## src/rtl/rv32v_mem_lane_sequencer.sv

```systemverilog
// Two-lane vector memory sequencer: serialises active load/store lanes onto one scalar
// data-memory port, gathers load data, then writes both lanes back together.
module rv32v_mem_lane_sequencer #(
  parameter int OFFSET_W = 5
) (
  input  logic                CLK,
  input  logic                RST,
  input  logic                ex_valid,
  input  logic                ex_load,
  input  logic                ex_store,
  input  logic                ex_config,
  input  logic                ex_wen0,
  input  logic                ex_wen1,
  input  logic [31:0]         ex_alu0,
  input  logic [31:0]         ex_alu1,
  input  logic [31:0]         ex_sdata0,
  input  logic [31:0]         ex_sdata1,
  input  logic [OFFSET_W-1:0] ex_woff0,
  input  logic [OFFSET_W-1:0] ex_woff1,
  input  logic [31:0]         ex_vl,
  input  logic [31:0]         ex_vtype,
  output logic                ex_stall,
  output logic                dmem_ren,
  output logic                dmem_wen,
  output logic [31:0]         dmem_addr,
  output logic [31:0]         dmem_wdata,
  input  logic                dmem_busy,
  input  logic [31:0]         dmem_rdata,
  output logic                wb_en0,
  output logic                wb_en1,
  output logic [31:0]         wb_data0,
  output logic [31:0]         wb_data1,
  output logic [OFFSET_W-1:0] wb_off0,
  output logic [OFFSET_W-1:0] wb_off1,
  output logic                cfg_wen,
  output logic [31:0]         cfg_vl,
  output logic [31:0]         cfg_vtype,
  output logic                err
);

  typedef logic [OFFSET_W-1:0] offset_t;
  typedef enum logic [2:0] {S_IDLE, S_REQ0, S_REQ1, S_WB, S_CFG} state_t;

  state_t        state_q, state_d;
  logic          err_q, err_d;
  logic          load_q, load_d, store_q, store_d;
  logic          wen0_q, wen0_d, wen1_q, wen1_d;
  logic [31:0]   alu0_q, alu0_d, alu1_q, alu1_d;
  logic [31:0]   sd0_q, sd0_d, sd1_q, sd1_d;
  logic [31:0]   rd0_q, rd0_d, rd1_q, rd1_d;
  logic [31:0]   vl_q, vl_d, vtype_q, vtype_d;
  offset_t       off0_q, off0_d, off1_q, off1_d;

  always_comb begin
    state_d = state_q;
    err_d   = 1'b0;
    load_d  = load_q;  store_d = store_q;
    wen0_d  = wen0_q;  wen1_d  = wen1_q;
    alu0_d  = alu0_q;  alu1_d  = alu1_q;
    sd0_d   = sd0_q;   sd1_d   = sd1_q;
    rd0_d   = rd0_q;   rd1_d   = rd1_q;
    vl_d    = vl_q;    vtype_d = vtype_q;
    off0_d  = off0_q;  off1_d  = off1_q;
    case (state_q)
      S_IDLE: begin
        if (ex_valid) begin
          if (ex_load && ex_store) begin
            err_d = 1'b1;
          end else begin
            load_d  = ex_load;   store_d = ex_store;
            wen0_d  = ex_wen0;   wen1_d  = ex_wen1;
            alu0_d  = ex_alu0;   alu1_d  = ex_alu1;
            sd0_d   = ex_sdata0; sd1_d   = ex_sdata1;
            vl_d    = ex_vl;     vtype_d = ex_vtype;
            off0_d  = ex_woff0;  off1_d  = ex_woff1;
            if (ex_config)                            state_d = S_CFG;
            else if ((ex_load || ex_store) && ex_wen0) state_d = S_REQ0;
            else if ((ex_load || ex_store) && ex_wen1) state_d = S_REQ1;
            else                                       state_d = S_WB;
          end
        end
      end
      S_REQ0: begin
        if (!dmem_busy) begin
          rd0_d   = dmem_rdata;
          state_d = wen1_q ? S_REQ1 : S_WB;
        end
      end
      S_REQ1: begin
        if (!dmem_busy) begin
          rd1_d   = dmem_rdata;
          state_d = S_WB;
        end
      end
      S_WB:    state_d = S_IDLE;
      S_CFG:   state_d = S_IDLE;
      default: state_d = S_IDLE;
    endcase
  end

  always_ff @(posedge CLK) begin
    if (RST) begin
      state_q <= S_IDLE;
      err_q   <= 1'b0;
    end else begin
      state_q <= state_d;
      err_q   <= err_d;
    end
  end

  // Bundle payload is not reset; every output that exposes it is qualified by state.
  always_ff @(posedge CLK) begin
    load_q <= load_d;  store_q <= store_d;
    wen0_q <= wen0_d;  wen1_q  <= wen1_d;
    alu0_q <= alu0_d;  alu1_q  <= alu1_d;
    sd0_q  <= sd0_d;   sd1_q   <= sd1_d;
    rd0_q  <= rd0_d;   rd1_q   <= rd1_d;
    vl_q   <= vl_d;    vtype_q <= vtype_d;
    off0_q <= off0_d;  off1_q  <= off1_d;
  end

  logic in_req0, in_req1, in_wb, in_cfg;

  always_comb begin
    in_req0    = (state_q == S_REQ0);
    in_req1    = (state_q == S_REQ1);
    in_wb      = (state_q == S_WB);
    in_cfg     = (state_q == S_CFG);
    ex_stall   = (state_q != S_IDLE);
    dmem_ren   = (in_req0 || in_req1) && load_q;
    dmem_wen   = (in_req0 || in_req1) && store_q;
    dmem_addr  = in_req0 ? alu0_q : (in_req1 ? alu1_q : 32'd0);
    dmem_wdata = in_req0 ? sd0_q  : (in_req1 ? sd1_q  : 32'd0);
    wb_en0     = in_wb && wen0_q && !store_q;
    wb_en1     = in_wb && wen1_q && !store_q;
    wb_data0   = in_wb ? (load_q ? rd0_q : alu0_q) : 32'd0;
    wb_data1   = in_wb ? (load_q ? rd1_q : alu1_q) : 32'd0;
    wb_off0    = in_wb ? off0_q : '0;
    wb_off1    = in_wb ? off1_q : '0;
    cfg_wen    = in_cfg;
    cfg_vl     = in_cfg ? vl_q : 32'd0;
    cfg_vtype  = in_cfg ? vtype_q : 32'd0;
    err        = err_q;
  end

endmodule
```

## config.mk

```make
export PLATFORM = sky130hd
export DESIGN_NAME = rv32v_mem_lane_sequencer
export DESIGN_NICKNAME = d
export VERILOG_FILES = /design/src/rtl/rv32v_mem_lane_sequencer.sv
export SDC_FILE = /design/constraint.sdc
export NUM_CORES = 1
export LEC_CHECK = 0
export ABC_AREA = 1
export ABC_CLOCK_PERIOD_IN_PS = 11430
export BUFFER_PORTS_ARGS = -buffer_cell sky130_fd_sc_hd__buf_4
export CORE_MARGIN = 2
export CORE_UTILIZATION = 25
export DETAILED_ROUTE_END_ITERATION = 12
export SLEW_MARGIN = 20
export SYNTH_ARGS = -nofsm -noshare
export SYNTH_HDL_FRONTEND = slang
export SYNTH_SLANG_ARGS = --single-unit
```

## constraint.sdc

```tcl
create_clock -name CLK -period 11.43 [get_ports CLK]
set_input_delay 0.5715 -clock CLK [delete_from_list [all_inputs] [get_ports CLK]]
set_output_delay 0.5715 -clock CLK [all_outputs]
set_load 0.02 [all_outputs]
```

Word-level counts from Yosys, hierarchy flattened
Cells that the tools add are included.

cells by class
  equality and inequality tests = 8
  multiplexer cells = 22
  bitwise logic cells = 4
  reduce and logical (&&, ||, !) cells = 19

operators with widths
  operator            count
  $mux 32             10
  $mux 3              5
  $mux 5              2
  $logic_and 1x1->1   9
  $pmux 3 s3          1
  $ne 2x2->1 const B  4
  $eq 3x2->1 const B  2
  $not 1->1           4
  $reduce_and 2->1    2
  $reduce_and 4->1    1
  $eq 3x1->1 const B  1
  $eq 3x3->1 const B  1
  $logic_not 3->1     1
  $mux 1              3
  $reduce_and 3->1    1
  $reduce_bool 3->1   1
  $reduce_or 3->1     1
  $logic_or 1x1->1    2
  $mux 2              1
  $logic_not 1->1     1

word-level totals
  register bits = 274
  output and inout bits = 209

Depth between registers and ports, before layout
  word-level depth = 8
  gate-level depth with buffers = 8
  mapped depth without buffers = 8

Worst setup path after synthesis
No wires, ideal clock.

  path kind = flip-flop to flip-flop
  start point = register state_q[1]
  end point = register alu0_q[0], enable pin
  setup time = 0.777 ns
  arrival time = 9.304 ns
  required time = 10.653 ns
  slack = 1.349 ns
  cell stages (with the launch flop) = 4
  buffers on the path = 0
  clock period less this slack = 10.081 ns
  path through = dfxtp_1 > nor2_1 > nand2_1 > nor2_1

on the way
  cells in the longest elaborated chain, start to end = 2

ends and longest elaborated chain
  item                        RTL line  RTL
  start, declared             44        state_t state_q, state_d;
  start signal, assigned      106       state_q <= state_d;
  $logic_not 3->1             64        case (state_q)
  $reduce_and 3->1 (no line)  n/a
  end signal, assigned        115       alu0_q <= alu0_d; alu1_q <= alu1_d;
  end, declared               48        logic [31:0] alu0_q, alu0_d, alu1_q, alu1_d;

No other way between the ends.
A chain may end at the register's enable or synchronous reset.

Worst setup path after layout
  start point = register state_q[1]
  end point = register alu1_q[24], enable pin

on the way
  cells in the longest elaborated chain, start to end = 2

ends and longest elaborated chain
  item                        RTL line
  $logic_not 3->1             64
  $reduce_and 3->1 (no line)  n/a
  end signal, assigned        115
  end, declared               48

No other way between the ends.

==> results.cfg <==
[detailed_routing]
route.antenna.remaining_nets = 0
vias = 8038
vias_per_cell = 4.09
drc_errors = 0
drt-initial-drc-count = 425
wl_per_cell_um = 16.5
detailedRoute.firstPassIterationCount = 5
postRouteWirelength_um = 32500

[logic_synthesis]
net_count_after_synthesis = 1147
ys_warn_count = 0
post-synth-top-count-cell = sky130_fd_sc_hd__edfxtp_1
ys_dominant_reg_cell = sky130_fd_sc_hd__edfxtp_1
syn-instance-count = 904
ys_top_cells_by_count = sky130_fd_sc_hd__edfxtp_1, sky130_fd_sc_hd__inv_1, sky130_fd_sc_hd__nand2_1
synth_top_area_share_pct = 74.0
syn_area_sq_um = 11000
ys_types = 19
synth.avg_cell_area_sq_um = 12.1
count_of_flip_flops_with_a_built_in_enable_after_synthesis = 270
ys_seq_elements = 274
synthTopCellsByArea = sky130_fd_sc_hd__edfxtp_1, sky130_fd_sc_hd__inv_1, sky130_fd_sc_hd__nand2_1
netlist.top_cell.by_area = sky130_fd_sc_hd__edfxtp_1
async_reset_ff_share_pct = 0
seq_area_frac_synth_pct = 74.8

[clock_tree]
cts_root_buf = sky130_fd_sc_hd__clkbuf_16
cts_setup_buffers = 0
cts_max_path_buffers = 3
tritoncts = done
clock_latency_reported_for_the_late_side_of_the_worst_skew_pair_ps = 560
clk_pin_slew_ps = 60
holdBufCountCts = 0
ctsHtreeMaxLevel = 1
cts_sinks = 274
cts-resized-gates = 0
cts-buffers-inserted = 31

[flow_run]
maxCapViolations = 0

[power_and_ir_drop]
power_density_nw_per_um2 = 210
cellLeakagePower_nw = 7.51
vdd_drop_max_mv = 0.177

[global_routing]
grt_first_pass_wirelength_um = 46700
number_of_global_route_vias_before_repair = 8127
antenna_violations_before_repair = 1
grt_util_all_layers_pct = 13.6
grt-ovfl-total = 0
grt_start_max_net_pins = 115

[timing]
hold_slack_ps = 187
report.final.hold_viol_count = 0
slew-limit-headroom_pct = 34.3
slew_viol_final = 0
max_freq_mhz = 294
grt_setup_unrepaired = false
finalWorstPathRequiredPeriod_ps = 3400
setup_viol_count_final = 0
fin_skew_ps = 10.6
period_share_pct = 29.7
max_slew.worst_pin.slew_ps = 985
tns_ps = 0

[critical_path]
worstSetupEndpoint = alu1_q[24]$_DFFE_PP_
r2r.worst_path.cells = 5
critPathLaunch = state_q[1]$_SDFFE_PP0P_
critical_path.startpoint_type = flop
worstPathArrival_ps = 3570
worst_ep_required_time_ps = 11600
crit_type = reg2reg
worstPathMaxFanout = 75
regToRegStartpoint = state_q[1]$_SDFFE_PP0P_
regToRegSetupSlack_ps = 8030
setup.worst_path.end_class = flop
r2r_end = alu1_q[24]$_DFFE_PP_

[final_layout]
layout.core_utilization_pct = 37.1
final_layout_size_suffix_gt1_share_pct = 37.7
insertedDiodeCount = 0
area_growth_pct = 46.4
final_net_count = 1601

[worst_hold_path]
hold_path_startpoint = ex_vtype[19]
hold_path.class = in2reg

[floorplan]
die_w_um = 213
die-height_um = 213
die_area_sq_um = 45500
fp-row-count = 76
initial_utilization_pct = 25.4
ios = 452
core-area_sq_um = 43200

[placement]
globalplace.congestion = 0.786
port_buffers = 451
hpwlAfterDp_um = 24000

[run_status]
outcome = completed
registers in the layout (all words and copies together), names as in the netlist:
name,cells
rd1_q,32
store_q,1
sd0_q,32
wen1_q,1
sd1_q,32
load_q,1
vtype_q,32
off1_q,5
vl_q,32
rd0_q,32
alu0_q,32
state_q,3
off0_q,5
alu1_q,32
wen0_q,1
err,1
per-stage QoR:
stage	std cells	instance area (sq um)	total power, W	worst slack (ps)
detailed placement	1910	15000	0.00240	7820
global placement	1908	15000	0.00238	7910
finish	1967	16000	0.00336	8030
CTS	1967	16000	0.00341	7990
global route	1967	16000	0.00353	7730
floorplan	904	11000	0.00199	1350
worst max-delay path: stages, from the launching register on:
cell	delay (ps)
sky130_fd_sc_hd__dfxtp_1	340
sky130_fd_sc_hd__nor2_1	180
sky130_fd_sc_hd__nand2_1	210
sky130_fd_sc_hd__nor2_4	580
sky130_fd_sc_hd__buf_4	720
sky130_fd_sc_hd__buf_4	840
worst min path at each step:
stage,slack [ps],cells after the start,to
after floorplan,560,4,state_q[1]$_SDFFE_PP0P_
after global placement,610,4,state_q[1]$_SDFFE_PP0P_
after detailed placement,620,4,state_q[1]$_SDFFE_PP0P_
after CTS,150,1,sd0_q[9]$_DFFE_PP_
after global routing,160,1,vtype_q[19]$_DFFE_PP_
final,190,1,vtype_q[19]$_DFFE_PP_
cells in the final DEF, fill, tap and decap left out:
cell type,instances
sky130_fd_sc_hd__nand2_1,143
sky130_fd_sc_hd__nor3_1,1
sky130_fd_sc_hd__inv_1,215
sky130_fd_sc_hd__o22ai_1,32
sky130_fd_sc_hd__nand2_2,1
sky130_fd_sc_hd__inv_6,2
sky130_fd_sc_hd__clkbuf_1,6
sky130_fd_sc_hd__edfxtp_1,270
sky130_fd_sc_hd__a22o_1,32
sky130_fd_sc_hd__bufinv_16,4
sky130_fd_sc_hd__clkinv_1,2
sky130_fd_sc_hd__nand3_2,2
sky130_fd_sc_hd__clkinvlp_4,2
sky130_fd_sc_hd__dfxtp_1,4
sky130_fd_sc_hd__buf_12,2
sky130_fd_sc_hd__clkinv_2,8
sky130_fd_sc_hd__clkbuf_8,2
sky130_fd_sc_hd__nand3_1,2
sky130_fd_sc_hd__nor4_1,1
sky130_fd_sc_hd__clkbuf_16,31
sky130_fd_sc_hd__nor2_4,3
sky130_fd_sc_hd__a21oi_1,3
sky130_fd_sc_hd__o21ai_0,66
sky130_fd_sc_hd__nor2_1,84
sky130_fd_sc_hd__buf_4,459
sky130_fd_sc_hd__nor3_4,1
sky130_fd_sc_hd__inv_2,4
report_power, final:
group | switching (W) | leakage, nW | internal (W)
Combinational | 0.000637 | 4.46 | 0.000344
Sequential | 0.0000484 | 2.55 | 0.00133
Clock | 0.000399 | 0.504 | 0.000601
area by class of cell:
class / count / area (sq um)
clock buffer: 39 / 826
clock inverter: 18 / 200
fill: 4266 / 27100
inverter: 219 / 822
multi-input combinational: 371 / 1780
sequential: 274 / 8190
tap: 585 / 732
timing repair buffer: 461 / 3490
layer usage:
metal / vias up / GRT usage [%] / share of wire (%)
met5: - / 0 / 0
met4: 0 / 4.09 / 2.3
met3: 46 / 4.35 / 9.8
met2: 373 / 23.8 / 50
met1: 3748 / 15.8 / 38
li1: 3871 / - / -
cell families after synthesis:
logic type	after synthesis	synth area share [%]
compound gates	133	7.54
buf+inv	259	9.30
flops	274	74.8
simple gates	238	8.39
(Power assumes the default switching activity.)
